File: src/rtl/gate_chk_hold_timer.sv
// Loadable down-counter that times the settle window of each driven vector.
// It stops at zero; load takes priority over counting.
module gate_chk_hold_timer #(
  parameter int WIDTH = 2
) (
  input  logic             clk,
  input  logic             rst_n,
  input  logic             load,
  input  logic             en,
  input  logic [WIDTH-1:0] load_val,
  output logic             zero
);

  logic [WIDTH-1:0] count;

  // NOTE: sequential state uses non-blocking assignments so every register
  // samples pre-edge values, independent of process ordering.
  always_ff @(posedge clk or negedge rst_n) begin
    if (!rst_n) begin
      count <= '0;
    end else if (load) begin
      count <= load_val;
    end else if (en && (count != '0)) begin
      count <= count - WIDTH'(1);
    end
  end

  assign zero = (count == '0);

endmodule

File: config.mk
export PLATFORM = sky130hd
export DESIGN_NAME = gate_chk_hold_timer
export DESIGN_NICKNAME = d
export VERILOG_FILES = /design/src/rtl/gate_chk_hold_timer.sv
export SDC_FILE = /design/constraint.sdc
export NUM_CORES = 1
export LEC_CHECK = 0
export CORE_AREA = 2 2 39 41
export DETAILED_ROUTE_END_ITERATION = 10
export DIE_AREA = 0 0 41 43
export PLACE_DENSITY = 0.41
export SETUP_SLACK_MARGIN = 0.3
export SYNTH_ARGS = -nofsm -noshare
export SYNTH_HDL_FRONTEND = slang
export SYNTH_SLANG_ARGS = --single-unit
File: constraint.sdc
create_clock -name clk -period 1.9 [get_ports clk]
set_input_delay 0.38 -clock clk [delete_from_list [all_inputs] [get_ports clk]]
set_output_delay 0.38 -clock clk [all_outputs]
set_load 0.01 [all_outputs]
Word level (Yosys, flattened, before mapping)
Index checks and enable logic that the tools add are counted.

word-level totals
  register bits = 2
  latch bits = 0
  RAM bits = 0
  bits in read-only memories = 0
  bits of input ports = 6
  output and inout port bits = 1
  word-level logic and storage cells = 8
  memories kept = 0

cells by class
  add/sub/neg operators = 1
  $mul = 0
  div/mod/pow operators = 0
  order comparisons = 0
  equality and inequality tests = 0
  shift-type cells = 0
  mux-type cells = 2
  bitwise gates (word level) = 0
  reductions and logical operators = 4

operators by type and width
  cell                                              count
  two-way mux 2 bit                                 2
  nonzero test 2 bit                                2
  logical NOT 2 bit                                 1
  subtractor 2 x 1 -> 2 bit, second input constant  1
  logical AND 1 bit                                 1

Logic depth before layout (Yosys ltp)
  depth after elaboration = 4
  depth in mapped cells = 4
  depth with buffers taken out = 4

Least setup slack after synthesis
Ideal clock, no wire load.

  path type = flip-flop to flip-flop
  from = reg count[0]
  to = reg count[1]
  library setup time = 0.116 ns
  data arrival time = 1.202 ns
  required time = 1.784 ns
  slack = 0.582 ns
  stages on the path, launching flop included = 5
  path buffers = 0
  clock period less this slack = 1.318 ns
  cell sequence = dfrtp_1 inv_1 ha_1 or4b_1 o311ai_0

on the way
  word-level cells in the longest chain between the ends = 3
  elaborated cells on any way between the ends = 6
  those cells by class = add/sub (1); mux (2); reduce/logical (3)

RTL lines
  item                                                                    RTL line  text
  start: declaration                                                      14        logic [WIDTH-1:0] count;
  start signal: assignment                                                22        count <= load_val;
  start signal: assignment                                                24        count <= count - WIDTH'(1);
  subtractor 2 x 1 -> 2 bit / nonzero test 2 bit (equally long branches)  24, 23
  two-way mux 2 bit / logical AND 1 bit (equally long branches)           23        end else if (en && (count != '0)) begin
  two-way mux 2 bit / nonzero test 2 bit (equally long branches)          -

Several ways; a longest one is shown, not always the timed one. The select of a mux whose other input is x is not followed.
A chain may end at the register's enable or synchronous reset.

Worst setup path in the final report
  from = reg count[0]
  to = out zero

on the way
  word-level cells in the longest chain between the ends = 1

RTL lines
  item               RTL line  text
  logical NOT 2 bit  28        assign zero = (count == '0);
  end: declaration   11        output logic zero

No other way between the ends.

==> impl_metrics.tcl <==
set metrics [dict create \
    synthSimpleGateAreaFrac_pct 31.1 \
    final_common_cell "clkdlybuf4s50_1" \
    largest_register_ff_count 2 \
    slew_viol_final 0 \
    ir_drop_mv 0.149 \
    top_register "count" \
    grt_usage_pct 4.62 \
    grt.overflow.total 0 \
    die_w_um 41 \
    placed_area_sq_um 213 \
    crit_chain "inv_1 -> ha_1 -> dlygate4sd2_1" \
    startpoint_type "flip-flop" \
    slowest_delay_ns 0.34 \
    avgSynthCellArea_sq_um 10.2 \
    ys_seq_area_share_pct 37.7 \
    fin_crit_ns 1.49 \
    core_sq_um 1380 \
    cellLeakagePower_nw 0.102 \
    synth-compound-area-share_pct 16.0 \
    status "completed" \
    drc_errors 0 \
    dpl.hpwl_um 235 \
    timing.fmax_mhz 669 \
    synth_adder_area_share_pct 9.43 \
    layout-drive-gt1-share_pct 18.2 \
    synthCells 13 \
    area_delta_synth_final_pct 76.4 \
    finalHoldViolations 0 \
    crit_fanout 4 \
    firstDrtPassIters 2 \
    wl_per_cell_um 7.79 \
    skew_ns 0.00326 \
    power_density_nw_per_um2 812 \
    hp-class "in2async" \
    required_ns 1.52 \
    ys_types 9 \
    slowest_stage "dfrtp_1" \
    yosysWarnings 0 \
    final_cell_area_sq_um 234 \
    fin_crit_sh_pct 78.7 \
    gp_congestion 0.560 \
    die_height_um 43 \
    slew_headroom_pct 79.3 \
    worst_pin_slew_ns 0.307 \
    rows 14 \
    routed_wl_um 296 \
    h-tree-depth 1 \
    io_pins 7 \
    netlist.area_leader.share_pct 37.7 \
    ant_nets 0 \
    grt_pass1_wl_um 496 \
    synth_top_family_by_area "simple AND/OR/NAND/NOR gates" \
    reg.largest.list "count x2" \
    rsz0062_at_grt "no" \
    cts_sinks 2 \
    ys_seq_elements 2 \
    io_buffers 6 \
    post-route-util_pct 16.9 \
    clockBufferDepth 2 \
    maxCapViolCount 0 \
    worstPathBufferInverterCount 2 \
    antenna_found_initial 0 \
    grt_max_degree 7 \
    yosys-top-cells-area "dfrtp_1 38%, or4b_1 15%, ha_1 9.4%" \
    final_cell_mix "5 x clkdlybuf4s50_1, 3 x clkbuf_4" \
    cts_tree "yes" \
    crit_path_end_kind "primary output" \
    setup_violations 0 \
    dieArea_sq_um 1760 \
    synth_xor_area_share_pct 0 \
    fin_nets 31 \
    dp_cells 35 \
    stdcell_count 38 \
    viasPerCell 3.26 \
    root_buffer "clkbuf_4" \
    first_iter_violations 2 \
    syn-cell-area_sq_um 133 \
    diodes 0 \
    hold_slack_ns 0.329 \
    vias 124 \
    crit_arrival_ns 1.11 \
    cts_inserted_buffers 3 \
    synth_mux_area_share_pct 0 \
    initial_core_util_pct 9.58 \
    fin_setup_tns_ns 0 \
    syn_nets 20 \
    critPathTopFamily "flip-flops" \
    clk_pin_slew_worst_paths_ns 0.03 \
    synth_area_leader_cell "dfrtp_1" \
    crit_type "reg2out" \
    clock_latency_ns 0.22 \
    grt_pass1_vias 147 \
]
[kinds of logic after synthesis]
logic type                 count (synthesis)
and+or+nand+nor                            6
AOI/OAI and AO/OA                          2
buffers and inverters                      2
DFF                                        2
adders and majority gates                  1
[per-layer routing]
metal	GRT usage (%)	share of wire, %
met5	0	0
met4	6.00	0
met3	1.57	14
met2	4.38	35
met1	6.43	50
[through the flow]
stage / setup WS [ns] / total power (W)
2_1_floorplan: 0.582 / 0.0000764
3_3_place_gp: 0.331 / 0.0000987
3_5_place_dp: 0.321 / 0.000100
4_1_cts: 0.384 / 0.000198
5_1_grt: 0.320 / 0.000204
6_report: 0.405 / 0.000190
[worst register-to-register path: stages, from the launching register on]
cell	delay [ns]
dfrtp_1	0.34
inv_1	0.05
ha_1	0.27
or4b_1	0.51
o311ai_0	0.10
[synthesized netlist by cell type]
cell,n
dfrtp_1,2
o211ai_2,1
ha_1,1
inv_1,2
or4b_1,2
nand2_1,2
o311ai_0,1
or2b_1,1
nor2b_1,1
[path summary, 6_finish.rpt]
kind / depth (start not counted) / end / slack [ns] / start
worst min register to register: 2 / count[0] / 0.60 / count[0]
min in group clk: 2 / count[0] / 0.60 / count[0]
max in group asynchronous: 1 / count[1] / 1.44 / rst_n
worst max-delay path: 3 / zero / 0.41 / count[0]
worst max register to register: 4 / count[1] / 0.51 / count[0]
worst min-delay path: 1 / count[0] / 0.33 / rst_n
[repair_timing]
| action | CTS | global route |
|---|---|---|
| setup buffers | 0 | 0 |
| hold buffers | 0 | 0 |
| setup endpoints to repair | 1 | 0 |
| resized for setup | 1 | 0 |
[cell type report]
type	instances	area [sq um]
clock buffer	3	22.5
multi-input combinational	9	75.1
inverter	2	7.51
timing repair buffer	6	58.8
sequential	2	50.0
tap	16	20.0
fill	156	1150
[report_power, final]
group | switching, W | total (W) | internal, W
registers | 0.00000231 | 0.0000517 | 0.0000494
clock network | 0.0000239 | 0.0000935 | 0.0000697
logic | 0.0000197 | 0.0000447 | 0.0000250
total | 0.0000458 | 0.000190 | 0.000144
(Power assumes the default switching activity.)
